### config.mk
export PLATFORM = sky130hd
export DESIGN_NAME = instr_loader
export DESIGN_NICKNAME = d
export VERILOG_FILES = /design/src/rtl/instr_loader_pkg.sv /design/src/rtl/instr_word_packer.sv /design/src/rtl/instr_loader.sv
export SDC_FILE = /design/constraint.sdc
export NUM_CORES = 1
export LEC_CHECK = 0
export CORE_MARGIN = 1.5
export CORE_UTILIZATION = 53
export CTS_BUF_LIST = sky130_fd_sc_hd__clkbuf_2
export DETAILED_ROUTE_END_ITERATION = 8
export HOLD_SLACK_MARGIN = 0.1
export MAX_ROUTING_LAYER = met4
export PLACE_DENSITY = 0.82
export SLEW_MARGIN = 20
export SYNTH_ARGS = -nofsm -noshare
export SYNTH_HDL_FRONTEND = slang
export SYNTH_SLANG_ARGS = --single-unit
### constraint.sdc
create_clock -name clk -period 2.6 [get_ports clk]
set_clock_uncertainty 0.1 [all_clocks]
set_input_delay 0.39 -clock clk [delete_from_list [all_inputs] [get_ports clk]]
set_output_delay 0.39 -clock clk [all_outputs]
set_load 0.01 [all_outputs]
### src/rtl/instr_loader_pkg.sv
// rtl/instr_loader_pkg.sv - shared state encoding and widths for the instruction loader (INSTR_LOADER_CHECKSUM_EN adds CHK)
package instr_loader_pkg;

    localparam int INSTR_W           = 32;
    localparam int DEFAULT_MAX_WORDS = 64;

    typedef enum logic [2:0] {
        ST_HDR     = 3'd0,
        ST_PAYLOAD = 3'd1,
        ST_WRITE   = 3'd2,
`ifdef INSTR_LOADER_CHECKSUM_EN
        ST_CHK     = 3'd3,
`endif
        ST_DONE    = 3'd4,
        ST_ERR     = 3'd5
    } state_t;

endpackage

### src/rtl/instr_word_packer.sv
// rtl/instr_word_packer.sv - big-endian byte-to-word shift register with byte index
module instr_word_packer
    import instr_loader_pkg::*;
(
    input  logic               clk,
    input  logic               rst_n,
    input  logic               clear,
    input  logic               shift_en,
    input  logic [7:0]         byte_in,
    output logic [INSTR_W-1:0] word,
    output logic               last_byte
);

    logic [1:0] byte_idx;

    // Index wraps naturally after the fourth byte, so no clear is needed between words.
    assign last_byte = (byte_idx == 2'd3);

    always_ff @(posedge clk) begin
        if (!rst_n || clear) begin
            word     <= '0;
            byte_idx <= 2'd0;
        end else if (shift_en) begin
            word     <= {word[INSTR_W-9:0], byte_in};
            byte_idx <= byte_idx + 2'd1;
        end
    end

endmodule

### src/rtl/instr_loader.sv
// rtl/instr_loader.sv - serial program image loader; INSTR_LOADER_CHECKSUM_EN enables trailing XOR checksum
module instr_loader
    import instr_loader_pkg::*;
#(
    parameter int          MAX_WORDS = DEFAULT_MAX_WORDS,
    parameter logic [31:0] BASE_ADDR = 32'h0
) (
    input  logic               clk,
    input  logic               rst_n,
    input  logic [7:0]         byte_in,
    input  logic               byte_valid,
    output logic               byte_ready,
    input  logic               restart,
    output logic [INSTR_W-1:0] ext_instr,
    output logic [31:0]        ext_instr_addr,
    output logic               ext_instr_en,
    output logic               start,
    output logic               error
);

    localparam logic [31:0] MAX_W = 32'(MAX_WORDS);

    state_t     state;
    logic [7:0] n_words;
    logic [7:0] wcnt;
    logic       accept;
    logic       shift_en;
    logic       last_byte;

`ifdef INSTR_LOADER_CHECKSUM_EN
    logic [7:0] csum;
    assign byte_ready = rst_n && (state == ST_HDR || state == ST_PAYLOAD || state == ST_CHK);
`else
    assign byte_ready = rst_n && (state == ST_HDR || state == ST_PAYLOAD);
`endif

    assign accept   = byte_valid && byte_ready;
    assign shift_en = accept && !restart && (state == ST_PAYLOAD);

    // The packer output is the store data; it cannot move during WRITE since no byte is accepted there.
    instr_word_packer u_packer (
        .clk       (clk),
        .rst_n     (rst_n),
        .clear     (restart || state == ST_HDR),
        .shift_en  (shift_en),
        .byte_in   (byte_in),
        .word      (ext_instr),
        .last_byte (last_byte)
    );

    always_ff @(posedge clk) begin
        if (!rst_n) begin
            state          <= ST_HDR;
            n_words        <= 8'd0;
            wcnt           <= 8'd0;
            ext_instr_addr <= BASE_ADDR;
            ext_instr_en   <= 1'b0;
            start          <= 1'b0;
            error          <= 1'b0;
`ifdef INSTR_LOADER_CHECKSUM_EN
            csum           <= 8'd0;
`endif
        end else if (restart) begin
            state        <= ST_HDR;
            ext_instr_en <= 1'b0;
            start        <= 1'b0;
            error        <= 1'b0;
        end else begin
            ext_instr_en <= 1'b0;
            case (state)
                ST_HDR: if (accept) begin
                    if (byte_in == 8'd0 || {24'd0, byte_in} > MAX_W) begin
                        state <= ST_ERR;
                        error <= 1'b1;
                    end else begin
                        n_words        <= byte_in;
                        wcnt           <= 8'd0;
                        ext_instr_addr <= BASE_ADDR;
                        state          <= ST_PAYLOAD;
`ifdef INSTR_LOADER_CHECKSUM_EN
                        csum           <= 8'd0;
`endif
                    end
                end
                ST_PAYLOAD: if (accept) begin
`ifdef INSTR_LOADER_CHECKSUM_EN
                    csum <= csum ^ byte_in;
`endif
                    if (last_byte) begin
                        ext_instr_en <= 1'b1;
                        state        <= ST_WRITE;
                    end
                end
                ST_WRITE: begin
                    ext_instr_addr <= ext_instr_addr + 32'd4;
                    wcnt           <= wcnt + 8'd1;
                    if (wcnt + 8'd1 == n_words) begin
`ifdef INSTR_LOADER_CHECKSUM_EN
                        state <= ST_CHK;
`else
                        state <= ST_DONE;
                        start <= 1'b1;
`endif
                    end else begin
                        state <= ST_PAYLOAD;
                    end
                end
`ifdef INSTR_LOADER_CHECKSUM_EN
                ST_CHK: if (accept) begin
                    if (byte_in == csum) begin
                        state <= ST_DONE;
                        start <= 1'b1;
                    end else begin
                        state <= ST_ERR;
                        error <= 1'b1;
                    end
                end
`endif
                ST_DONE, ST_ERR: ;
                default: state <= ST_HDR;
            endcase
        end
    end

endmodule
Word level (Yosys, flattened, before mapping)

Cells that the tools add are included.

Register bits: 88
Bits in latches: 0
Bits in writable memories: 0
Memory bits (read-only): 0
Input port bits: 12
Output and inout port bits: 68
Logic and storage cells: 63
Memories: 0

Add/sub/neg operators: 3
Multiply operators: 0
Div/mod/pow operators: 0
Order comparisons: 1
Equal/unequal tests: 10
Shift-type cells: 0
Multiplexer cells: 13
Bitwise logic cells: 6
Reduce and logical (&&, ||, !) cells: 21

Operator list:

| operator                                                      | number |
|---|---|
| 2-to-1 mux 32 bit                                             | 2 |
| one-hot mux 32 bit (2 select lines)                           | 1 |
| adder 32 x 3 -> 32 bit, second input constant                 | 1 |
| 2-to-1 mux 8 bit                                              | 2 |
| one-hot mux 8 bit (2 select lines)                            | 1 |
| 2-to-1 mux 3 bit                                              | 5 |
| one-hot mux 3 bit (4 select lines)                            | 1 |
| AND reduction 4 bit                                           | 3 |
| adder 8 x 1 -> 8 bit, second input constant                   | 1 |
| equality test 8 bit                                           | 1 |
| greater-than comparator 8 x 7 -> 1 bit, second input constant | 1 |
| zero test 8 bit                                               | 1 |
| inequality test 2 bit, second input constant                  | 4 |
| equality test 3 bit, second input constant                    | 2 |
| inverter 1 bit                                                | 6 |
| logical AND 1 bit                                             | 4 |
| logical OR 1 bit                                              | 4 |
| OR reduction 2 bit                                            | 2 |
| OR reduction 4 bit                                            | 1 |
| equality test 3 x 1 -> 1 bit, second input constant           | 1 |
| equality test 3 x 2 -> 1 bit, second input constant           | 1 |
| zero test 3 bit                                               | 1 |
| AND reduction 3 bit                                           | 1 |
| adder 2 x 1 -> 2 bit, second input constant                   | 1 |
| 5 further kinds                                               | 6 |

Longest topological paths before layout

Gate-level depths: netlist of run 1.

Word-level depth: 6
Depth in mapped cells: 9
Mapped depth without buffers: 7

Cells and area by module

Synthesis of run 1 repeated with hierarchy kept, for this count alone.

Cell total of the unflattened synthesis: 423
Area total of the unflattened synthesis: 3953.8 µm²

By module, submodules not included:

| module            | times used | cells an instance | area each (µm²) | sequential area each (µm²) |
|---|---|---|---|---|
| instr_loader      | 1          | 311               | 2693.8          | 1041.0 |
| instr_word_packer | 1          | 112               | 1260.0          | 680.7 |

Worst setup path after synthesis of run 1

Ideal clock, no wire load.

Path type: input to register
Start: in byte_in[5]
End: reg ext_instr_addr[14]
Setup time: 0.115 ns
Arrival: 1.757 ns
Data required time: 2.385 ns
Slack: 0.629 ns
Stages: 7
Buffers on the path: 1
Cells stage by stage: nor4_4 mux2_4 o2111ai_2 buf_2 nor3_1 xnor2_1 nor2_1

Longest elaborated chain between the ends: 4
Elaborated cells between the ends (all ways): 5
Those cells by class: 1 x order compare; 1 x eq/ne; 3 x reduce/logical

RTL lines:

| what                                                                      | RTL line           | RTL |
|---|---|---|
| start: declaration                                                        | instr_loader.sv:10 | `input logic [7:0] byte_in,` |
| greater-than comparator 8 x 7 -> 1 bit or zero test 8 bit (tied branches) | instr_loader.sv:72 | `if (byte_in == 8'd0 \|\| {24'd0, byte_in} > MAX_W) begin` |
| logical OR 1 bit *                                                        | instr_loader.sv:72 |  |
| inequality test 2 bit (no source line) *                                  | n/a                |  |
| AND reduction 4 bit (no source line) *                                    | n/a                |  |
| end signal: assignment                                                    | instr_loader.sv:95 | `ext_instr_addr <= ext_instr_addr + 32'd4;` |
| end: declaration                                                          | instr_loader.sv:15 | `output logic [31:0] ext_instr_addr,` |

Every way passes the cells marked *; elsewhere a longest branch is shown, timed or not.
A chain may end at the register's enable or synchronous reset.

Worst setup path after layout of run 1

Start: reg state[2]
End: out byte_ready

Longest elaborated chain between the ends: 3
Elaborated cells between the ends (all ways): 4
Those cells by class: 1 x eq/ne; 3 x reduce/logical

RTL lines:

| what                                                            | RTL line           | RTL |
|---|---|---|
| start: declaration                                              | instr_loader.sv:23 | `state_t state;` |
| start signal: assignment                                        | instr_loader.sv:53 | `state <= ST_HDR;` |
| start signal: assignment                                        | instr_loader.sv:64 | `state <= ST_HDR;` |
| start signal: assignment                                        | instr_loader.sv:73 | `state <= ST_ERR;` |
| equality test 3 x 1 -> 1 bit or zero test 3 bit (tied branches) | instr_loader.sv:34 | `assign byte_ready = rst_n && (state == ST_HDR \|\| state == ST_PAYLOAD);` |
| logical OR 1 bit *                                              | instr_loader.sv:34 |  |
| logical AND 1 bit *                                             | instr_loader.sv:34 |  |
| end: declaration                                                | instr_loader.sv:12 | `output logic byte_ready,` |

Marks and branches as above.

==> out/results.ini, run 1 <==
[timing]
slew_violations=0
setup_viol=0
finalCritPeriodShare_pct=88.8
hold_viol=0
rsz0062_at_grt=no
period_needed_ns=2.31
slew_headroom_pct=56.1
max_freq_ghz=0.433
tns_ns=0
tightest_slew_ns=0.653

[final_layout]
n_antenna_cell=0
fin_nets=555
fin_util_pct=68.9
fin_area_um2=4940
drive_gt1_share_pct=11.2
syn2layout_area_growth_pct=27.1

[synthesis]
synth-seq-cells=86
ys_async_sr_fraction_pct=0
synth_cell_types=44
ys_seq_area_share_pct=44.3
syn_inst=456
synth_edf_count=0
synthFlopType=dfxtp_1
synth_area_um2=3890
syn_area_per_cell_um2=8.53
ys_top_cells_by_area=dfxtp_1 (44%), nand2_1 (8.6%), xnor2_1 (7.2%), a21oi_1 (5.4%), nor2_1 (5.2%)
ys_warn_count=0
synth_top_cell_area_share_pct=44.3
synth_top_cell_by_area=dfxtp_1

[drt]
drtIter0Drc=131
dr.pass1.iters=4
avgRoutedWirePerCell_um=13.6
postRouteAntennaNets=0
wl_um=8780
drc=0
viasPerCell=5.29
num_vias=3409

[cts]
clock-sinks=86
clk_latency_ns=0.57
cts-root-buf=clkbuf_2
cts_setup_buffers=0
cts_buffers=9
clock_path_buffers=2
cts_resized=0
clk_pin_slew_ns=0.25
tritoncts=yes
postCtsHoldBufs=0
htree_levels=3

[power_and_ir_drop]
leakagePower_nw=1.63
p_total_mw=2.14
p_comb_share_pct=5.5
ir_worst_vdd_v=0.000313
seq_power_share_pct=62.3
switching_share_pct=27.9
power.density_nw_per_um2=433
p_int_mw=1.54
p_sw_mw=0.597
power_frac_clock_pct=32.1

[hold_path]
whs_path_depth=3
whs_endpoint=u_packer.word[1]
min_path_type=in2reg
min_from=byte_in[1]

[place]
post_dp_cell_area_um2=4820
gp_congestion=0.882
dp_hpwl_um=6450
portBuffers=77

[setup_path]
critPathLaunchType=register
path_max_fanout=9
critPathArrivalTime_ns=1.82
reg2reg_slack_ns=0.46
worst_r2r_path_depth=6
cp_data_required_time_ns=2.11
rr_endpoint=ext_instr_addr[31]
critPathKind=reg2out
reg2reg_from=ext_instr_addr[18]
end_kind=primary output

[outcome]
status=finished clean

[floorplan]
die_h_um=88.7
core_area_um2=7180
core.rowCount=31
die_area_um2=7860
die_x_um=88.7
initial_core_util_pct=54.2
num_io_pins=80

[grt]
grt_overflow=0
grt_pass1_wl_um=14300
antenna_found_initial=0
grt_max_degree=37
grt_pass1_vias=3150
track_usage_pct=23.9

[run]
maxCapViolations=0

## synthesized netlist by cell type, drive strengths merged (2+ instances only)
cell / n
or3: 5
dfxtp: 86
nor4: 12
xnor2: 32
mux2i: 7
o21ai: 4
nand2b: 2
nor2: 58
clkbuf: 12
o21a: 2
buf: 15
nand4: 12
a21oi: 42
nor2b: 8
nand2: 89
ha: 3
and3: 5
nor3b: 2
o31ai: 3
nand3: 15
xor2: 15
nor3: 11
inv: 5
## cell usage in the layout, fill, tap and decap left out, drive strengths merged, types with 2 or more instances in the layout
cell           netlist  layout
nor2b                8       8
nand3               15      15
o21a                 2       2
o21ai                4       4
nor2                58      58
nand2b               2       2
and3                 5       5
nand4               12      12
ha                   3       3
nand2               89      89
clkbuf              12       9
nor4                12      12
clkinv               0       2
clkdlybuf4s50        0      77
conb                 1       2
nor3                11      11
buf                 15      22
dfxtp               86      86
or3                  5       5
inv                  5       9
a21oi               42      42
xnor2               32      32
nor3b                2       2
xor2                15      15
o31ai                3       3
mux2i                7       7
## cell families (layout without fill, tap and decap cells)
kind of cell,after synthesis,after routing,synth area share [%]
mux,8,8,2.19
compound gates,56,56,8.49
other cells,1,2,0.0964
buf+inv,32,120,4.44
flops,86,86,44.3
xor+xnor,47,47,10.6
fa+ha+maj,3,3,0.965
simple gates,223,223,29.0
## power groups by stage
stage          registers [mW]  clock network (mW)  logic [mW]
2_1_floorplan            1.36                   0      0.0676
3_3_place_gp             1.36                   0       0.115
3_5_place_dp             1.36                   0       0.118
4_1_cts                  1.33               0.704       0.118
5_1_grt                  1.34               0.767       0.128
6_report                 1.33               0.688       0.118
## metrics by stage
stage	hold slack [ns]	setup slack, ns	cells
floorplan	0.340	0.629	457
global placement	0.345	0.0846	628
detailed placement	0.346	0.0161	628
CTS	0.321	0.233	644
global route	0.304	0.158	644
finish	0.358	0.290	644
## worst max-delay path, stage by stage, from the launching register on
cell	delay (ns)
dfxtp_1	0.46
nor3b_1	0.24
clkdlybuf4s50_1	0.58
## area by class of cell
class / count / area, um2
multi-input combinational: 339 / 2000
timing repair buffer: 99 / 961
clock buffer: 9 / 45.0
fill: 584 / 2230
sequential: 86 / 1720
tap: 99 / 124
clock inverter: 7 / 75.1
inverter: 5 / 18.8
## metal layers
layer  track usage, %  vias to the layer above  routed length, um
met5                -                        -                  0
met4             10.1                        0                174
met3             6.16                       22                383
met2             37.6                       96               4310
met1             29.0                     1594               3910
li1                 -                     1697                  -
## registers in the layout, indices dropped and copies added, names as in the netlist
signal and flops:
error 1, u_packer.word 32, wcnt 8, start 1, n_words 8, ext_instr_en 1
ext_instr_addr 30, state 3, u_packer.byte_idx 2
## worst max path at each step
stage | startpoint | end | slack [ns] | cells past startpoint
final | state[2] | byte_ready | 0.29 | 2
after global routing | state[2] | byte_ready | 0.16 | 2
after CTS | state[2] | byte_ready | 0.23 | 2
after detailed placement | byte_in[5] | ext_instr_addr[18] | 0.02 | 8
after global placement | byte_in[3] | wcnt[6] | 0.08 | 8
after floorplan | byte_in[5] | ext_instr_addr[14] | 0.63 | 7
Power figures use the tool's default switching activity.
==> run 2: changes to the inputs <==
Settings changed: TNS_END_PERCENT set to 1.
==> results of run 2 <==
Same layout as run 1: the final DEF is identical, and so are final timing and power.
==> run 3: changes to the inputs <==
Settings changed: CTS_CLUSTER_DIAMETER set to 50.
==> results of run 3 <==
Same layout as run 1: the final DEF is identical, and so are final timing and power.
